`src/rtl/gate_arbiter_pkg.sv`:
```
// Shared types for the parking-lot gate arbiter: FSM state encoding,
// direction encoding (matches the occupancy counter's updown sense),
// default counter width and a timer sizing helper.
package parking_pkg;

  typedef enum logic [1:0] {
    IDLE      = 2'd0,
    GRANT_IN  = 2'd1,
    GRANT_OUT = 2'd2,
    CLEAR     = 2'd3
  } state_t;

  // 1 = increment (entry), 0 = decrement (exit)
  typedef enum logic {
    DIR_OUT = 1'b0,
    DIR_IN  = 1'b1
  } dir_t;

  localparam int DEF_CNT_W = 3;

  // Bits needed for a timer that must reach max(a, b) - 1.
  function automatic int timer_width(input int a, input int b);
    int m;
    m = (a > b) ? a : b;
    return (m > 2) ? $clog2(m) : 1;
  endfunction

endpackage

```
`src/rtl/gate_arbiter_if.sv`:
```
// Request / pass / gate-command bundle between the parking-lot FSM side
// and the gate arbiter. The wrong_way alarm exists only when
// WRONG_WAY_ALARM_EN is defined.
//
// Handshake: req_in / req_out are levels held by the requester; a grant is
// ended only by a one-cycle car_in / car_out pulse or by the grant timeout.
// cnt_en is a one-cycle strobe and cnt_up is meaningful only while cnt_en=1.
interface gate_arbiter_if import parking_pkg::*; #(
  parameter int CNT_W = DEF_CNT_W
) ();

  logic             req_in;
  logic             req_out;
  logic             car_in;
  logic             car_out;
  logic [CNT_W-1:0] count;
  logic             gate_up;
  logic             grant_in;
  logic             grant_out;
  logic             cnt_en;
  logic             cnt_up;
  logic             full;
  logic             empty;
  logic             timeout_err;
  state_t           state;
`ifdef WRONG_WAY_ALARM_EN
  logic             wrong_way;
`endif

  // Requester / counter side
  modport master (
    output req_in, req_out, car_in, car_out, count,
    input  gate_up, grant_in, grant_out, cnt_en, cnt_up, full, empty,
`ifdef WRONG_WAY_ALARM_EN
    input  wrong_way,
`endif
    input  timeout_err, state
  );

  // Arbiter side
  modport slave (
    input  req_in, req_out, car_in, car_out, count,
    output gate_up, grant_in, grant_out, cnt_en, cnt_up, full, empty,
`ifdef WRONG_WAY_ALARM_EN
    output wrong_way,
`endif
    output timeout_err, state
  );

endinterface

```
`src/rtl/gate_arbiter_timer.sv`:
```
// gate_timer: synchronous up-counter with load-zero and a terminal-count
// compare against a runtime limit. One instance serves both the grant
// window and the post-grant clear holdoff.
module gate_timer #(
  parameter int W = 10
) (
  input  logic         clk,
  input  logic         reset,
  input  logic         clr,
  input  logic [W-1:0] limit,
  output logic         at_limit
);

  logic [W-1:0] value;

  // Count up every cycle unless told to restart from zero
  always_ff @(posedge clk) begin
    if (!reset) begin
      value <= '0;
    end else if (clr) begin
      value <= '0;
    end else begin
      value <= value + 1'b1;
    end
  end

  assign at_limit = (value == limit);

endmodule

```
`src/rtl/gate_arbiter.sv`:
```
// gate_arbiter: shares one barrier gate between entry and exit requesters.
// Grants one direction at a time (round-robin on ties), raises the gate,
// waits for the pass pulse, strobes the occupancy counter, then holds the
// gate closed for a clear period before arbitrating again.
// Optional: define WRONG_WAY_ALARM_EN to add the sticky wrong_way output.
module gate_arbiter import parking_pkg::*; #(
  parameter int CNT_W        = DEF_CNT_W,
  parameter int CAPACITY     = 7,
  parameter int OPEN_CYCLES  = 1000,
  parameter int CLEAR_CYCLES = 50
) (
  input  logic          clk,
  input  logic          reset,
  gate_arbiter_if.slave bus
);

  localparam int               TW        = timer_width(OPEN_CYCLES, CLEAR_CYCLES);
  localparam logic [CNT_W-1:0] CAP_V     = CNT_W'(CAPACITY);
  localparam logic [TW-1:0]    OPEN_LIM  = TW'(OPEN_CYCLES - 1);
  localparam logic [TW-1:0]    CLEAR_LIM = TW'(CLEAR_CYCLES - 1);

  state_t        state;
  dir_t          last_srv;
  logic          gate_up, grant_in, grant_out, cnt_en, cnt_up, timeout_err;
  logic          vin, vout, pick_in, pick_out;
  logic          grant_phase, pass, timer_clr, at_limit;
  logic [TW-1:0] timer_limit;

  // Occupancy flags follow count directly
  assign bus.full  = (bus.count >= CAP_V);
  assign bus.empty = (bus.count == '0);

  // Eligibility and round-robin pick; only consulted in IDLE
  assign vin      = bus.req_in  & ~bus.full;
  assign vout     = bus.req_out & ~bus.empty;
  assign pick_in  = vin & (~vout | (last_srv == DIR_OUT));
  assign pick_out = vout & ~pick_in;

  // A pass counts only in the direction currently granted
  assign grant_phase = (state == GRANT_IN) || (state == GRANT_OUT);
  assign pass        = ((state == GRANT_IN)  && bus.car_in) ||
                       ((state == GRANT_OUT) && bus.car_out);

  // Timer restarts on every phase change and idles at zero in IDLE
  assign timer_limit = (state == CLEAR) ? CLEAR_LIM : OPEN_LIM;
  assign timer_clr   = (state == IDLE) ||
                       (grant_phase && (pass || at_limit)) ||
                       ((state == CLEAR) && at_limit);

  gate_timer #(.W(TW)) u_timer (
    .clk      (clk),
    .reset    (reset),
    .clr      (timer_clr),
    .limit    (timer_limit),
    .at_limit (at_limit)
  );

  // Arbitration FSM with registered gate, grant and strobe outputs
  always_ff @(posedge clk) begin
    if (!reset) begin
      state       <= IDLE;
      last_srv    <= DIR_OUT;
      gate_up     <= 1'b0;
      grant_in    <= 1'b0;
      grant_out   <= 1'b0;
      cnt_en      <= 1'b0;
      cnt_up      <= 1'b0;
      timeout_err <= 1'b0;
    end else begin
      cnt_en      <= 1'b0;
      cnt_up      <= 1'b0;
      timeout_err <= 1'b0;
      case (state)
        IDLE: begin
          if (pick_in) begin
            state    <= GRANT_IN;
            gate_up  <= 1'b1;
            grant_in <= 1'b1;
          end else if (pick_out) begin
            state     <= GRANT_OUT;
            gate_up   <= 1'b1;
            grant_out <= 1'b1;
          end
        end
        GRANT_IN, GRANT_OUT: begin
          // A pass on the final cycle still wins over the timeout
          if (pass || at_limit) begin
            state       <= CLEAR;
            gate_up     <= 1'b0;
            grant_in    <= 1'b0;
            grant_out   <= 1'b0;
            last_srv    <= (state == GRANT_IN) ? DIR_IN : DIR_OUT;
            cnt_en      <= pass;
            cnt_up      <= pass && (state == GRANT_IN);
            timeout_err <= ~pass;
          end
        end
        CLEAR: begin
          if (at_limit) state <= IDLE;
        end
        default: state <= IDLE;
      endcase
    end
  end

  assign bus.gate_up     = gate_up;
  assign bus.grant_in    = grant_in;
  assign bus.grant_out   = grant_out;
  assign bus.cnt_en      = cnt_en;
  assign bus.cnt_up      = cnt_up;
  assign bus.timeout_err = timeout_err;
  assign bus.state       = state;

`ifdef WRONG_WAY_ALARM_EN
  logic wrong_way, ww_evt;

  assign ww_evt = ((state == GRANT_IN)  && bus.car_out) ||
                  ((state == GRANT_OUT) && bus.car_in)  ||
                  (((state == IDLE) || (state == CLEAR)) && (bus.car_in || bus.car_out));

  // Sticky alarm for a pass pulse that does not match the granted lane
  always_ff @(posedge clk) begin
    if (!reset) begin
      wrong_way <= 1'b0;
    end else if (ww_evt) begin
      wrong_way <= 1'b1;
    end
  end

  assign bus.wrong_way = wrong_way;
`endif

endmodule

```
`src/flat_wrapper.sv`:
```
// flat-port wrapper written by rule: the top's interface ports become plain ports
module gate_arbiter_flat import parking_pkg::*;
#(
  parameter int CNT_W        = DEF_CNT_W,
  parameter int CAPACITY     = 7,
  parameter int OPEN_CYCLES  = 1000,
  parameter int CLEAR_CYCLES = 50
)
  (clk, reset, bus_req_in, bus_req_out, bus_car_in, bus_car_out, bus_count, bus_gate_up, bus_grant_in, bus_grant_out, bus_cnt_en, bus_cnt_up, bus_full, bus_empty, bus_timeout_err, bus_state);
  gate_arbiter_if #(.CNT_W(CNT_W)) bus_i ();
  input  logic clk;
  input  logic reset;
  input wire logic [$bits(bus_i.req_in)-1:0] bus_req_in;
  input wire logic [$bits(bus_i.req_out)-1:0] bus_req_out;
  input wire logic [$bits(bus_i.car_in)-1:0] bus_car_in;
  input wire logic [$bits(bus_i.car_out)-1:0] bus_car_out;
  input wire logic [$bits(bus_i.count)-1:0] bus_count;
  output wire logic [$bits(bus_i.gate_up)-1:0] bus_gate_up;
  output wire logic [$bits(bus_i.grant_in)-1:0] bus_grant_in;
  output wire logic [$bits(bus_i.grant_out)-1:0] bus_grant_out;
  output wire logic [$bits(bus_i.cnt_en)-1:0] bus_cnt_en;
  output wire logic [$bits(bus_i.cnt_up)-1:0] bus_cnt_up;
  output wire logic [$bits(bus_i.full)-1:0] bus_full;
  output wire logic [$bits(bus_i.empty)-1:0] bus_empty;
  output wire logic [$bits(bus_i.timeout_err)-1:0] bus_timeout_err;
  output wire logic [$bits(bus_i.state)-1:0] bus_state;
  assign bus_i.req_in = bus_req_in;
  assign bus_i.req_out = bus_req_out;
  assign bus_i.car_in = bus_car_in;
  assign bus_i.car_out = bus_car_out;
  assign bus_i.count = bus_count;
  assign bus_gate_up = bus_i.gate_up;
  assign bus_grant_in = bus_i.grant_in;
  assign bus_grant_out = bus_i.grant_out;
  assign bus_cnt_en = bus_i.cnt_en;
  assign bus_cnt_up = bus_i.cnt_up;
  assign bus_full = bus_i.full;
  assign bus_empty = bus_i.empty;
  assign bus_timeout_err = bus_i.timeout_err;
  assign bus_state = bus_i.state;
  gate_arbiter #(.CNT_W(CNT_W), .CAPACITY(CAPACITY), .OPEN_CYCLES(OPEN_CYCLES), .CLEAR_CYCLES(CLEAR_CYCLES)) u_core (.clk(clk), .reset(reset), .bus(bus_i));
endmodule
```
`config.mk`:
```
export PLATFORM = sky130hd
export DESIGN_NAME = gate_arbiter_flat
export DESIGN_NICKNAME = d
export VERILOG_FILES = /design/src/rtl/gate_arbiter_pkg.sv /design/src/rtl/gate_arbiter_if.sv /design/src/rtl/gate_arbiter_timer.sv /design/src/rtl/gate_arbiter.sv /design/src/flat_wrapper.sv
export SDC_FILE = /design/constraint.sdc
export NUM_CORES = 1
export LEC_CHECK = 0
export CAP_MARGIN = 30
export CORE_MARGIN = 1
export CORE_UTILIZATION = 43
export DETAILED_ROUTE_END_ITERATION = 8
export PLACE_DENSITY = 0.68
export REMOVE_ABC_BUFFERS = 1
export SETUP_SLACK_MARGIN = 0.3
export SLEW_MARGIN = 20
export SYNTH_ARGS = -nofsm -noshare
export SYNTH_HDL_FRONTEND = slang
export SYNTH_SLANG_ARGS = --single-unit
```
`constraint.sdc`:
```
create_clock -name clk -period 4.6 [get_ports clk]
set_input_delay 1.15 -clock clk [delete_from_list [all_inputs] [get_ports clk]]
set_output_delay 1.15 -clock clk [all_outputs]
set_load 0.01 [all_outputs]
```
==> results of run 1 <==
## worst reg2reg max path: stages, from the launching register on
cell and delay [ps]:
dfxtp_1 370, ha_1 260, nand2b_1 170, or3_1 420, a211oi_1 230, o32a_1 420
nor2_1 100
## power by group through the flow
stage               registers, µW  clock network (µW)  logic, µW
detailed placement            217                   0        277
global placement              216                   0        273
floorplan                     222                   0        182
finish                        213                83.0        277
global route                  217                95.6        304
CTS                           213                87.6        278
## sequential cells by signal (all words and copies together), names as in the netlist
signal                  cells
u_core.last_srv             1
u_core.u_timer.value       10
u_core.bus.cnt_up           1
u_core.bus.gate_up          1
u_core.bus.timeout_err      1
u_core.bus.grant_out        1
u_core.bus.cnt_en           1
u_core.bus.state            2
u_core.bus.grant_in         1
## per-stage QoR
stage	utilization	power [µW]	cell area (µm²)	hold slack, ps
after global placement	0.550	489	1230	445
after detailed placement	0.550	493	1230	455
final	0.562	573	1250	465
after global routing	0.562	616	1250	490
after floorplan	-	404	1010	442
after CTS	0.562	579	1250	471
## cell type report
| type | count | area, µm² | area share |
|---|---|---|---|
| clock buffers | 4 | 26.3 | 0.0209 |
| repair buffers | 18 | 180 | 0.144 |
| flip-flops and latches | 19 | 380 | 0.303 |
| inverters | 6 | 22.5 | 0.0179 |
| multi-input cells | 93 | 611 | 0.487 |
| well taps | 28 | 35.0 | 0.0279 |
## per-layer routing
| layer | vias to the layer above | share of wire | GRT usage |
|---|---|---|---|
| met5 | - | 0 | 0 |
| met3 | 4 | 0.042 | 0.0667 |
| met1 | 384 | 0.47 | 0.219 |
| li1 | 455 | - | - |
| met4 | 0 | 0.010 | 0.0602 |
| met2 | 22 | 0.48 | 0.291 |
## cell families (layout without fill, tap and decap cells)
| logic type | Yosys count | after routing | share of synthesized area |
|---|---|---|---|
| multiplexers | 6 | 6 | 0.0588 |
| AND/OR/NAND/NOR | 56 | 56 | 0.267 |
| buffers and inverters | 8 | 28 | 0.0306 |
| flip-flops | 19 | 19 | 0.372 |
| AO/OA/AOI/OAI | 17 | 17 | 0.130 |
| XOR/XNOR | 8 | 8 | 0.0685 |
| adder cells (fa/ha/maj) | 6 | 6 | 0.0734 |
## worst paths after layout
check | start | endpoint | slack (ps) | depth (start not counted)
worst max register to register | u_core.bus.state[0] | u_core.u_timer.value[8] | 2520 | 6
worst max-delay path | bus_count[0] | bus_empty | 940 | 3
worst min register to register | u_core.bus.grant_out | u_core.bus.grant_out | 460 | 2
worst min-delay path | u_core.bus.grant_out | u_core.bus.grant_out | 460 | 2
## placed cells by master, fill, tap and decap left out, types with 2 or more instances in the layout
master           count
a21oi_1              3
clkbuf_4             3
clkdlybuf4s50_1     18
dfxtp_1             19
ha_1                 6
inv_1                6
mux2i_1              6
nand2_1             16
nand2b_1             4
nand3_1              7
nand3b_1             2
nor2_1              15
nor3_1               2
nor4b_1              2
o21ai_0              2
xnor2_1              4
xor2_1               4
==> metrics.yaml, run 1 <==
drive_gt1_frac: 0.0500
maxCapViolCount: 0
ys_warn_count: 0
cp_max_fo: 5
post-synth-top-count-cell: "dfxtp_1"
seqPwrFrac: 0.372
antenna_left: 0
tightest_slew_ps: 414
post-dp-hpwl_mm: 1.60
critPathLaunchType: "input port"
numPortBuffers: 18
die_y_um: 50.8
max_stage_delay_ps: 590
syn2layout_area_growth_pct: 22.8
postCtsResizedCells: 0
power_switching_uw: 215
synth_edf_count: 0
crit_path_top_delay_cell: "clkdlybuf4s50_1"
finalSetupViolations: 0
required_ps: 3450
fillers: 223
cts_buffers: 3
route.vias.total: 865
grt_pass1_vias: 771
drcViolationCount: 0
status: "completed"
root_buffer: "clkbuf_4"
dieArea_um2: 2580
syn_inst: 120
antenna_found_initial: 0
clkPwrFrac: 0.145
slew_violations: 0
ys_async_sr_fraction: 0
path_buf_inv: 2
max_freq_mhz: 273
power_density_nw_per_um2: 457
grt_max_degree: 13
power.leakage_uw: 0.000466
die-width_um: 50.8
cpMostUsedCell: "clkdlybuf4s50_1"
ctsHoldBuffers: 0
synth_flop_cell: "dfxtp_1"
vias_per_cell: 5.15
ys_types: 37
cp_cell_sequence: "clkdlybuf4s50_1, nor3_1, clkdlybuf4s50_1"
first_pass_iters: 4
sw_frac_of_total: 0.376
clock-sinks: 19
rsz0062_at_grt: "no"
routedWlPerCell_um: 12.3
arrival_ps: 2510
slew_headroom: 0.723
synthTopCellsByCount: "19 x dfxtp_1, 16 x nand2_1, 15 x nor2_1, 7 x nand3_1"
track_usage: 0.180
core.rowCount: 17
dpl.cell_count: 164
hold_violations: 0
post-route-min-period_ps: 3660
internal-power_uw: 358
period_share: 0.796
hp-class: "reg2reg"
synth_area_per_cell_um2: 8.52
htree_num_levels: 1
dp_slack_ps: 958
seq_area_frac_synth: 0.372
cp_top_family: "buffers and inverters"
fin_cells: 168
drt_iter0_drc: 14
cts_tree: "built"
yosysTopAreaCellShare: 0.372
n_antenna_cell: 0
crit_path_end_kind: "output port"
peakVddDrop_mv: 0.309
num-nets-final: 156
power_frac_comb: 0.484
synth_top_area_cell: "dfxtp_1"
core_um2: 2230
pin_count: 19
finalWorstSetupSlack_ps: 941
synth-seq-cells: 19
finalClockSkew_ps: 4.89
setup_tns_ps: 0
start_util: 0.458
post-cts-setup-buffers: 0
place_congestion: 0.797
cts_buffer_depth: 2
syn_area_um2: 1020
grt.overflow.total: 0
finalWirelength_mm: 2.07
path_clk_slew_ps: 100
clock_latency_ps: 300
crit_type: "in2out"
grt_pass1_wl_mm: 3.44
yosys-top-cells-area: "dfxtp_1 37%, ha_1 7.3%, mux2i_1 5.9%"
Power figures use the tool's default switching activity.
==> run 2, diff against run 1 <==
==> constraint.sdc (replaced) <==
create_clock -name clk -period 3.55 [get_ports clk]
set_input_delay 0.8875 -clock clk [delete_from_list [all_inputs] [get_ports clk]]
set_output_delay 0.8875 -clock clk [all_outputs]
set_load 0.01 [all_outputs]
==> metrics.yaml, run 2 (synthesized netlist as in run 1, its figures left out) <==
core_um2: 2230  # unchanged
dieArea_um2: 2580  # unchanged
grt.overflow.total: 0  # unchanged
root_buffer: "clkbuf_4"
cp_cell_sequence: "clkdlybuf4s50_1, nor3_1, clkdlybuf4s50_1"
drive_gt1_frac: 0.0500  # unchanged
antenna_found_initial: 0  # unchanged
crit_path_end_kind: "output port"
tightest_slew_ps: 407  # -6.90 ps
maxCapViolCount: 0  # unchanged
arrival_ps: 2280  # -230 ps
first_pass_iters: 4  # unchanged
period_share: 0.892
reg_top3: "u_core.u_timer.value (10), u_core.bus.state (2)"
finalWirelength_mm: 2.02  # -2.5%
grt_pass1_vias: 776  # +0.65%
pin_count: 19  # unchanged
status: "completed"
drcViolationCount: 0  # unchanged
vias_per_cell: 5.25  # +2.0%
cts_tree: "built"
power_density_nw_per_um2: 588  # +29%
crit_path_top_delay_cell: "clkdlybuf4s50_1"
dpl.cell_count: 164  # unchanged
grt_max_degree: 13  # unchanged
fillers: 218  # -2.2%
grtUsageMet3: 0.0606  # -0.00606
path_buf_inv: 2  # unchanged
post-dp-hpwl_mm: 1.55  # -3.2%
cpMostUsedCell: "clkdlybuf4s50_1"
critPathLaunchType: "input port"
cts_buffer_depth: 2  # unchanged
grt_pass1_wl_mm: 3.50  # +1.6%
crit_type: "in2out"
track_usage: 0.180  # about the same
dp_slack_ps: 433  # -525 ps
slew_headroom: 0.728  # +0.00461
postCtsResizedCells: 0  # unchanged
ctsHoldBuffers: 0  # unchanged
finalClockSkew_ps: 4.95  # +0.0614 ps
cts_buffers: 3  # unchanged
syn2layout_area_growth_pct: 22.8  # unchanged
finalSetupViolations: 0  # unchanged
clock_latency_ps: 290  # about the same
fin_cells: 168  # unchanged
numPortBuffers: 18  # unchanged
cp_max_fo: 5  # unchanged
post-route-util: 0.562  # unchanged
max_stage_delay_ps: 590  # about the same
start_util: 0.458  # unchanged
die-width_um: 50.8  # unchanged
routedWlPerCell_um: 12.0  # -2.5%
gr-max-usage-layer: "met2"
clock-sinks: 19  # unchanged
slew_violations: 0  # unchanged
n_antenna_cell: 0  # unchanged
htree_num_levels: 1  # unchanged
place_congestion: 0.798  # +0.13%
route.vias.total: 882  # +2.0%
setup_tns_ps: 0  # unchanged
antenna_left: 0  # unchanged
grt_use_met2: 0.291  # unchanged
cp_top_family: "buffers and inverters"
path_clk_slew_ps: 100  # about the same
final_common_cell: "dfxtp_1"
drt_iter0_drc: 14  # unchanged
die_y_um: 50.8  # unchanged
power.leakage_uw: 0.000466  # unchanged
seq_area_um2: 380  # unchanged
largest_register: "u_core.u_timer.value"
rsz0062_at_grt: "no"
post-route-min-period_ps: 3170
hp-class: "reg2reg"
multi_input_area_um2: 611  # unchanged
num-nets-final: 156  # unchanged
max_freq_mhz: 316
use_met1: 0.230  # +0.0105
post-cts-setup-buffers: 0  # unchanged
required_ps: 2660  # -790 ps
hold_violations: 0  # unchanged
core.rowCount: 17  # unchanged
largest_register_ffs: 10  # unchanged
final_cell_mix: "19 x dfxtp_1, 18 x clkdlybuf4s50_1, 16 x nand2_1"
peakVddDrop_mv: 0.470  # +52%
finalWorstSetupSlack_ps: 382  # -558 ps
## run 2: power by group
part	leakage [µW]	internal, µW	total, µW	switching [µW]
Combinational	0.000297	172	359	186
Sequential	0.000154	247	275	28.1
Clock	0.0000150	43.6	104	60.2
Total	0.000466	463	738	275
## run 2: per-stage QoR
step	hold slack, ps	instance area (µm²)	power [µW]
floorplan	442	1010	523
global placement	445	1230	633
detailed placement	456	1230	639
CTS	475	1250	748
global route	489	1250	803
finish	467	1250	738
## run 2: final cells by class
class,count,area share
Multi-Input combinational cell,93,0.487
Sequential cell,19,0.303
Timing Repair Buffer,18,0.144
Tap cell,28,0.0279
Clock buffer,4,0.0209
Inverter,6,0.0179
## run 2: final timing paths
| kind | to | depth (start not counted) | startpoint | slack (ps) |
|---|---|---|---|---|
| setup / recovery | bus_empty | 3 | bus_count[0] | 380 |
| setup reg to reg | u_core.u_timer.value[2] | 6 | u_core.bus.state[0] | 1430 |
| hold reg to reg | u_core.bus.gate_up | 2 | u_core.bus.gate_up | 470 |
| hold / removal | u_core.bus.gate_up | 2 | u_core.bus.gate_up | 470 |
## run 2: worst min-delay path, cell delays in order, from the launching register on
cell and delay, ps:
dfxtp_1 330, nand2_1 50, mux2i_1 50
## run 2: layer usage
metal / vias to the layer above / share of wire / wire length [µm]
met4: 0 / 0.0059 / 12
li1: 456 / - / -
met1: 398 / 0.46 / 922
met2: 26 / 0.49 / 979
met5: - / 0 / 0
met3: 2 / 0.051 / 103
==> run 3, diff against run 2 <==
--- a/config.mk
+++ b/config.mk
@@ -8,6 +8,7 @@
 export CAP_MARGIN = 30
 export CORE_MARGIN = 1
 export CORE_UTILIZATION = 43
+export CTS_CLUSTER_SIZE = 14
 export DETAILED_ROUTE_END_ITERATION = 8
 export PLACE_DENSITY = 0.68
 export REMOVE_ABC_BUFFERS = 1
==> results of run 3 <==
No change in the layout: final DEF, timing and power equal those of run 2.
